### config.mk
export PLATFORM = sky130hd
export DESIGN_NAME = uart_tx_arbiter
export DESIGN_NICKNAME = d
export VERILOG_FILES = /design/src/rtl/uart_arb_pkg.sv /design/src/rtl/uart_tx_arbiter_rr_pick.sv /design/src/rtl/uart_tx_arbiter.sv
export SDC_FILE = /design/constraint.sdc
export NUM_CORES = 1
export LEC_CHECK = 0
export CAP_MARGIN = 20
export CORE_MARGIN = 5
export CORE_UTILIZATION = 39
export DETAILED_ROUTE_END_ITERATION = 10
export PLACE_DENSITY = 0.76
export SYNTH_ARGS = -nofsm -noshare
export SYNTH_HDL_FRONTEND = slang
export SYNTH_SLANG_ARGS = --single-unit
### constraint.sdc
create_clock -name clk -period 1.9 [get_ports clk]
set_input_delay 0.38 -clock clk [delete_from_list [all_inputs] [get_ports clk]]
set_output_delay 0.38 -clock clk [all_outputs]
set_load 0.05 [all_outputs]
### src/rtl/uart_arb_pkg.sv
// uart_arb_pkg: shared state encoding and limits for uart_tx_arbiter
package uart_arb_pkg;
  localparam int MAX_REQ = 8;
  localparam int PW = $clog2(MAX_REQ);
  localparam int DEF_TIMEOUT = 1024;
  typedef enum logic [2:0] {
    S_IDLE      = 3'd0,
    S_ACCEPT    = 3'd1,
    S_START     = 3'd2,
    S_WAIT_CLR  = 3'd3,
    S_WAIT_DONE = 3'd4,
    S_HOLD      = 3'd5
  } state_t;
endpackage

### src/rtl/uart_tx_arbiter_rr_pick.sv
// rr_pick: combinational round-robin one-hot selector, first request at or above i_ptr with wrap
module rr_pick
  import uart_arb_pkg::*;
#(
  parameter int N = 3
) (
  input  logic [N-1:0]  i_req,
  input  logic [PW-1:0] i_ptr,
  output logic [N-1:0]  o_gnt,
  output logic          o_any
);
  logic [N-1:0] w_rot, w_rot_gnt;
  // rotate so the pointer sits at bit 0, isolate lowest set bit, rotate back
  assign w_rot     = N'({i_req, i_req} >> i_ptr);
  assign w_rot_gnt = w_rot & (~w_rot + N'(1));
  assign o_gnt     = N'((({w_rot_gnt, w_rot_gnt} << i_ptr) >> N));
  assign o_any     = |i_req;
endmodule

### src/rtl/uart_tx_arbiter.sv
// uart_tx_arbiter: packet-granular round-robin sharing of one UART transmitter among NUM_REQ requesters.
// Define UART_ARB_TIMEOUT_EN to force release of an owner stalled mid-packet for TIMEOUT cycles.
module uart_tx_arbiter
  import uart_arb_pkg::*;
#(
  parameter int NUM_REQ = 3,
  parameter int TIMEOUT = DEF_TIMEOUT
) (
  input  logic                 clk,
  input  logic                 rst_n,
  input  logic [NUM_REQ-1:0]   i_req_valid,
  input  logic [8*NUM_REQ-1:0] i_req_data,
  input  logic [NUM_REQ-1:0]   i_req_last,
  output logic [NUM_REQ-1:0]   o_req_ready,
  output logic [NUM_REQ-1:0]   o_grant,
  output logic [7:0]           o_tx,
  output logic                 o_tx_start,
  input  logic                 i_tx_start_clear,
  input  logic                 i_tx_busy,
  output logic                 o_busy,
  output logic                 o_timeout
);
  state_t r_state, w_next;
  logic [NUM_REQ-1:0] r_grant, w_pick;
  logic [PW-1:0] r_ptr, w_owner, w_next_ptr;
  logic [7:0] r_tx, w_own_data;
  logic r_last, r_tx_start, r_timeout, w_any, w_own_valid, w_own_last, w_to_hit;

  rr_pick #(.N(NUM_REQ)) u_pick (
    .i_req (i_req_valid),
    .i_ptr (r_ptr),
    .o_gnt (w_pick),
    .o_any (w_any)
  );

  assign w_own_valid = |(i_req_valid & r_grant);
  assign w_own_last  = |(i_req_last & r_grant);
  assign w_next_ptr  = (w_owner == PW'(NUM_REQ - 1)) ? '0 : w_owner + PW'(1);

  always_comb begin
    w_owner    = '0;
    w_own_data = '0;
    for (int k = 0; k < NUM_REQ; k++) begin
      w_owner    |= r_grant[k] ? PW'(k) : '0;
      w_own_data |= r_grant[k] ? i_req_data[8*k +: 8] : '0;
    end
  end

`ifdef UART_ARB_TIMEOUT_EN
  localparam int CW = $clog2(TIMEOUT + 1);
  logic [CW-1:0] r_cnt;
  assign w_to_hit = (r_state == S_HOLD) && !w_own_valid && (r_cnt == CW'(TIMEOUT - 1));
  always_ff @(posedge clk or negedge rst_n)
    if (!rst_n) r_cnt <= '0;
    else if (r_state == S_ACCEPT || w_to_hit) r_cnt <= '0;
    else if (r_state == S_HOLD && !w_own_valid) r_cnt <= r_cnt + CW'(1);
`else
  assign w_to_hit = 1'b0;
`endif

  always_ff @(posedge clk or negedge rst_n)
    if (!rst_n) r_state <= S_IDLE;
    else r_state <= w_next;

  always_comb begin
    w_next = r_state;
    case (r_state)
      S_IDLE:      w_next = (w_any && !i_tx_busy) ? S_ACCEPT : S_IDLE;
      S_ACCEPT:    w_next = w_own_valid ? S_START : S_HOLD;
      S_START:     w_next = S_WAIT_CLR;
      S_WAIT_CLR:  w_next = i_tx_start_clear ? S_WAIT_DONE : S_WAIT_CLR;
      S_WAIT_DONE: w_next = i_tx_busy ? S_WAIT_DONE : (r_last ? S_IDLE : S_HOLD);
      S_HOLD:      w_next = w_own_valid ? S_ACCEPT : (w_to_hit ? S_IDLE : S_HOLD);
      default:     w_next = S_IDLE;
    endcase
  end

  always_ff @(posedge clk or negedge rst_n)
    if (!rst_n) begin
      r_grant    <= '0;
      r_ptr      <= '0;
      r_tx       <= '0;
      r_last     <= 1'b0;
      r_tx_start <= 1'b0;
      r_timeout  <= 1'b0;
    end else begin
      r_timeout <= w_to_hit;
      case (r_state)
        S_IDLE: if (w_any && !i_tx_busy) r_grant <= w_pick;
        S_ACCEPT: if (w_own_valid) begin
          r_tx   <= w_own_data;
          r_last <= w_own_last;
        end
        S_START: r_tx_start <= 1'b1;
        S_WAIT_CLR: if (i_tx_start_clear) r_tx_start <= 1'b0;
        S_WAIT_DONE: if (!i_tx_busy && r_last) begin
          r_ptr   <= w_next_ptr;
          r_grant <= '0;
        end
        S_HOLD: if (w_to_hit) begin
          r_ptr   <= w_next_ptr;
          r_grant <= '0;
        end
        default: ;
      endcase
    end

  assign o_req_ready = (r_state == S_ACCEPT) ? (i_req_valid & r_grant) : '0;
  assign o_grant     = r_grant;
  assign o_tx        = r_tx;
  assign o_tx_start  = r_tx_start;
  assign o_busy      = r_state != S_IDLE;
  assign o_timeout   = r_timeout;
endmodule

==> flow_summary_export.csv, run 1 <==
group,metric,value,unit
worst_setup_path,regToRegStartpoint,"r_state[0]",
clock_network,cts_sinks,19,
worst_setup_path,worstSetupEndpoint,"o_req_ready[1]",
synthesis,syn_area,1030,µm²
run,maxCapViolCount,0,
power_and_ir_drop,sequentialPowerShare,26.8,%
final_layout,diodes,0,
sta,setup_violations,0,
worst_setup_path,critical-path-top-delay-family,"simple AND/OR/NAND/NOR gates",
clock_network,holdBufCountCts,0,
placement,pre_cts_ws,43.7,ps
synthesis,synth_warnings,0,
worst_setup_path,critPathBufInv,1,
route,wl,3210,µm
worst_setup_path,crit_chain,"or3b_4, nor2_4, buf_12",
synthesis,seq_area_frac_synth,46.1,%
floorplanning,dieArea,3770,µm²
worst_setup_path,rrSetupSlack,200,ps
clock_network,ctsLongestPathBuffers,2,
final_layout,fillers,207,
clock_network,cts_tree,"yes",
route,firstDrtPassIters,8,
synthesis,avgSynthCellArea,9.21,µm²
synthesis,ys_types,32,
route,vias_per_cell,5.63,
sta,hold_violations,0,
worst_setup_path,cp_slowest_stage_delay,470,ps
route,antenna_left,0,
synthesis,synthXorXnorAreaFrac,0,%
route,initialDrtViolationCount,50,
worst_setup_path,timing.rr.end,"o_grant[2]",
worst_setup_path,path_class,"reg -> out",
min_path,min-delay-path-class,"in -> async",
route,num_vias,1120,
sta,grt_setup_unrepaired,"yes",
final_layout,fin_nets,204,
worst_setup_path,startpoint_type,"register",
final_layout,syn_to_final_growth,66.4,%
global_route,grtUsageMet2,33.7,%
power_and_ir_drop,p_per_area,1670,nW/µm²
synthesis,synth-simple-area-share,22.8,%
worst_setup_path,path_depth,3,
route,drc_errors,0,
placement,gp_congestion,0.847,
global_route,track_usage,17.7,%
placement,place_area,1640,µm²
sta,worst_slack,8.24,ps
floorplanning,ios,51,
synthesis,synth_top_family_by_area,"compound AO/OA/AOI/OAI gates",
global_route,grt_pass1_wl,5080,µm
synthesis,ys_seq_elements,19,
floorplanning,coreArea,2500,µm²
synthesis,synthCells,112,
floorplanning,die_x,61.4,µm
sta,fin_crit_sh,99.6,%
global_route,antenna_found_initial,0,
worst_setup_path,cp_max_fo,7,
worst_setup_path,rr_worst_depth,4,
final_layout,drive_gt1_share,20.7,%
sta,maxSlewViolCount,0,
sta,final.min_clock_period,1890,ps
placement,portBuffers,49,
global_route,met3_usage,3.14,%
route,wl_per_cell,16.1,µm
floorplanning,num_rows,18,
sta,tightest_slew,520,ps
worst_setup_path,required,1520,ps
synthesis,synth_compound_area_share,26.6,%
synthesis,netlist.area_leader.share,46.1,%
synthesis,synthTopCellsByArea,"dfrtp_1, a222oi_1, nor2_1",
clock_network,cts-root-buf,"clkbuf_4",
sta,max-slew-margin-rel,65.2,%
clock_network,cts_made_buffers,3,
power_and_ir_drop,leakage,0.000689,µW
global_route,first_global_vias,1175,
power_and_ir_drop,internal_power,1460,µW
clock_network,htreeDepth,1,
global_route,grt_util_met1,20.2,%
worst_setup_path,worstSetupEndpointType,"output port",
final_layout,final_cell_area,1720,µm²
power_and_ir_drop,p_sw,1410,µW
global_route,grt_busiest_layer,"met2",
power_and_ir_drop,comb_power_share,66.0,%
power_and_ir_drop,ir_drop,1.30,mV
synthesis,syn_nets,146,
worst_setup_path,slowest_stage,"dfrtp_2",
synthesis,synth_top_cell_by_area,"dfrtp_1",
placement,dpl.hpwl,2400,µm
sta,maxClockFrequency,0.529,GHz
worst_setup_path,worstPathArrival,1510,ps
power_and_ir_drop,p_clk_share,7.2,%
global_route,grt_max_degree,20,
synthesis,synthAdderAreaFrac,0,%
floorplanning,start_util,41.2,%
worst_setup_path,startpoint,"r_state[2]",
clock_network,insertion_delay,290,ps
global_route,gr-total-overflow,0,
run_status,status,"finished, final reports clean",
clock_network,path_clk_slew,110,ps
sta,fin_skew,5.51,ps
synthesis,synth.area.mux_share,0,%
floorplanning,die_h,61.4,µm
power_and_ir_drop,swShare,49.0,%
[power by group through the flow]
stage | Sequential (µW) | Combinational, µW | Clock [µW]
after floorplan | 1190 | 722 | 0
after global placement | 759 | 1760 | 0
after detailed placement | 766 | 1800 | 0
after CTS | 763 | 1820 | 209
after global routing | 797 | 2020 | 233
final | 767 | 1890 | 208
[worst min path at each step]
stage                     slack [ps]  startpoint  cells past startpoint         end
after floorplan                   80       rst_n                      0  o_grant[0]
after global placement           510     o_tx[1]                      2     o_tx[1]
after detailed placement         520  o_tx_start                      1  o_tx_start
after CTS                        420       rst_n                      2      r_last
after global routing             430       rst_n                      2     o_tx[7]
final                            400       rst_n                      2    r_ptr[2]
[per-stage QoR]
stage | util [%] | power, µW | hold slack, ps | TNS, ps | std cells
global placement | 65.7 | 2520 | 509 | 0 | 192
floorplan | - | 1910 | 84.4 | 0 | 112
global route | 68.6 | 3050 | 431 | -80.2 | 199
finish | 68.6 | 2870 | 405 | 0 | 199
detailed placement | 65.7 | 2560 | 520 | 0 | 192
CTS | 67.2 | 2790 | 417 | -20.6 | 196
[area by class of cell]
class,instances,area [µm²],share of cell area [%]
timing repair buffer,59,631,36.8
multi-input combinational,86,538,31.4
sequential,19,479,27.9
tap,30,37.5,2.19
clock buffer,4,26.3,1.53
inverter,1,3.75,0.219
[registers in the layout, indices dropped and copies added, names as in the netlist]
register,cells
o_grant,3
o_tx_start,1
r_state,3
r_ptr,3
r_last,1
o_tx,8
[worst register-to-register path, stage by stage, from the launching register on]
cell and delay, ps:
dfrtp_2 460, or3_2 510, nor3_2 280, nor2b_1 130, a32o_1 220
[cell families (layout without fill, tap and decap cells)]
group | count (synthesis) | count (layout)
buffers and inverters | 7 | 64
AND/OR/NAND/NOR | 49 | 49
other | 1 | 1
flip-flops | 19 | 19
AO/OA/AOI/OAI | 36 | 36
[layer usage]
| metal | vias to the layer above | share of wire [%] | wire length, µm |
|---|---|---|---|
| met3 | 4 | 5.1 | 163 |
| met2 | 35 | 55 | 1750 |
| li1 | 530 | - | - |
| met5 | - | 0 | 0 |
| met1 | 551 | 40 | 1270 |
| met4 | 0 | 0.72 | 23 |
[cell usage in the layout, fill, tap and decap left out, types with 2 or more instances in the layout]
cell type	instances
o21ai_0	8
clkdlybuf4s50_1	38
buf_12	7
a32o_1	3
nand3_1	2
dfrtp_1	16
buf_4	13
nand2_1	15
a21oi_1	9
nor2_4	3
nor2b_1	5
clkbuf_4	3
dfrtp_2	3
nor2_1	14
a222oi_1	9
[cells in the mapped netlist, drive strengths merged]
cell type and count:
clkbuf 3, dfrtp 19, nand2 15, o22ai 1, nor3 2, inv 1
nor2b 5, nand3 2, buf 3, a32o 3, o31ai 1, a222oi 9
or3b 1, o2bb2ai 1, a31oi 1, or3 2, o21ai 8, o21a 1
and4b 1, a21oi 10, nand2b 1, conb 1, nor2 18, nand3b 1
a22o 1, and3 1
[timing repair]
action	in CTS	in global routing
gates resized for setup	4	4
buffers inserted	0	3
endpoints found under the setup margin	3	5
pin swaps	0	1
cloned	0	0
No activity file was read; power rests on OpenSTA's default activity.
==> run 2: changes to the inputs <==
--- a/config.mk
+++ b/config.mk
@@ -5,7 +5,6 @@
 export SDC_FILE = /design/constraint.sdc
 export NUM_CORES = 1
 export LEC_CHECK = 0
-export CAP_MARGIN = 20
 export CORE_MARGIN = 5
 export CORE_UTILIZATION = 39
 export DETAILED_ROUTE_END_ITERATION = 10
==> results of run 2 <==
The final DEF is identical to that of run 1; final timing and power are the same.
==> run 3: changes to the inputs <==
--- a/config.mk
+++ b/config.mk
@@ -8,7 +8,9 @@
 export CORE_MARGIN = 5
 export CORE_UTILIZATION = 39
 export DETAILED_ROUTE_END_ITERATION = 10
+export HOLD_SLACK_MARGIN = 0.08
 export PLACE_DENSITY = 0.76
+export SKIP_CTS_REPAIR_TIMING = 1
 export SYNTH_ARGS = -nofsm -noshare
 export SYNTH_HDL_FRONTEND = slang
 export SYNTH_SLANG_ARGS = --single-unit
==> run 3 against run 2 <==
  * Largest power group unchanged
  * Die area did not move
  * Critical path type unchanged
  * Critical path depth is the same
  * Sequential share of layout area grew 0.18 points
  * Via count decreased by 1.4%
  * Worst setup slack improved by 2.4 ps
  * First-iteration DRC count up 78%
  * Cell count shrank 1.0%
  * Largest cell class unchanged
  * Wire length fell by 2.7%
  * Hold slack better by 1.5 ps
  * Critical endpoint unchanged
  * Core utilization decreased by 0.45 points
  * Clock skew hardly changed
==> flow_summary_export.csv, run 3 (same netlist as run 1, synthesis figures left out) <==
group,metric,value,unit
run_status,status,"finished, final reports clean",
clock_network,htreeDepth,1,
sta,max-slew-margin-rel,65.1,%
clock_network,path_clk_slew,110,ps
run,maxCapViolCount,0,
route,drc_errors,0,
sta,hold_violations,0,
final_layout,fin_nets,202,
sta,finalSetupTns,0,ps
floorplanning,start_util,41.2,%
clock_network,cts_sinks,19,
placement,place_area,1640,µm²
route,wl_per_cell,15.9,µm
route,num_vias,1104,
global_route,track_usage,17.3,%
floorplanning,num_rows,18,
worst_setup_path,critPathBufInv,1,
sta,maxClockFrequency,0.529,GHz
floorplanning,ios,51,
final_layout,fin_util,68.2,%
worst_setup_path,cp_slowest_stage_delay,470,ps
global_route,first_global_vias,1154,
min_path,min-delay-path-class,"in -> async",
sta,fin_skew,5.77,ps
final_layout,largest_register_ffs,8,
clock_network,cts_made_buffers,3,
clock_network,ctsLongestPathBuffers,2,
sta,tightest_slew,522,ps
clock_network,cts_tree,"yes",
worst_setup_path,required,1520,ps
final_layout,drive_gt1_share,19.8,%
route,firstDrtPassIters,4,
worst_setup_path,worstPathArrival,1510,ps
placement,gp_congestion,0.847,
route,wl,3120,µm
route,antenna_left,0,
power_and_ir_drop,p_per_area,1670,nW/µm²
worst_setup_path,critical-path-top-delay-family,"simple AND/OR/NAND/NOR gates",
sta,fin_crit_sh,99.4,%
power_and_ir_drop,ir_drop,1.30,mV
final_layout,fin_cells,197,
global_route,grt_max_degree,20,
worst_setup_path,cp_max_fo,7,
placement,dp.cells,192,
sta,maxSlewViolCount,0,
worst_setup_path,worstSetupEndpointType,"output port",
power_and_ir_drop,leakage,0.000680,µW
final_layout,diodes,0,
sta,grt_setup_unrepaired,"yes",
route,vias_per_cell,5.60,
floorplanning,die_x,61.4,µm
worst_setup_path,path_class,"reg -> out",
placement,portBuffers,49,
final_layout,final_cell_area,1700,µm²
clock_network,cts-root-buf,"clkbuf_4",
floorplanning,dieArea,3770,µm²
global_route,gr-total-overflow,0,
floorplanning,die_h,61.4,µm
worst_setup_path,slowest_stage,"dfrtp_2",
placement,dpl.hpwl,2400,µm
global_route,grt_pass1_wl,4950,µm
final_layout,mostFrequentLayoutCell,"clkdlybuf4s50_1",
floorplanning,coreArea,2500,µm²
worst_setup_path,startpoint_type,"register",
sta,final.min_clock_period,1890,ps
final_layout,final_cell_mix,"clkdlybuf4s50_1, dfrtp_1, nand2_1, nor2_1, buf_4",
worst_setup_path,crit_chain,"or3b_4, nor2_4, buf_12",
route,initialDrtViolationCount,89,
sta,setup_violations,0,
final_layout,fillers,202,
final_layout,syn_to_final_growth,65.3,%
global_route,antenna_found_initial,0,
clock_network,insertion_delay,290,ps
run 3: cell type report:
| cell class | count | area (µm²) | area share, % |
|---|---|---|---|
| timing repair buffer | 57 | 619 | 36.3 |
| multi-input combinational | 86 | 538 | 31.6 |
| inverter | 1 | 3.75 | 0.220 |
| clock buffer | 4 | 26.3 | 1.54 |
| sequential | 19 | 479 | 28.1 |
| tap | 30 | 37.5 | 2.20 |
run 3: per-stage QoR:
step	hold slack [ps]	setup slack (ps)	power, µW
after global placement	509	109	2520
final	406	10.7	2840
after floorplan	84.4	137	1910
after detailed placement	520	43.7	2560
after global routing	433	-40.3	3030
after CTS	417	-112	2770
run 3: worst paths after layout:
check | start | end | slack [ps] | depth (start not counted)
worst max-delay path | r_state[2] | o_req_ready[1] | 10 | 3
worst min-delay path | rst_n | r_ptr[2] | 410 | 2
min in group clk | r_state[2] | r_state[1] | 530 | 1
worst max register to register | r_state[0] | o_grant[1] | 180 | 4
worst min register to register | r_state[2] | r_state[1] | 530 | 1
max in group asynchronous | rst_n | r_state[2] | 1270 | 2
run 3: power breakdown:
group / total (µW) / switching [µW] / internal (µW)
registers: 772 / 168 / 605
clock network: 206 / 124 / 81.6
logic: 1860 / 1100 / 760
run 3: metal layers:
metal | global-route usage [%] | part of all wire [%]
met5 | 0 | 0
met2 | 32.3 | 55
met4 | 5.15 | 0.48
met3 | 3.14 | 6.7
met1 | 20.1 | 37
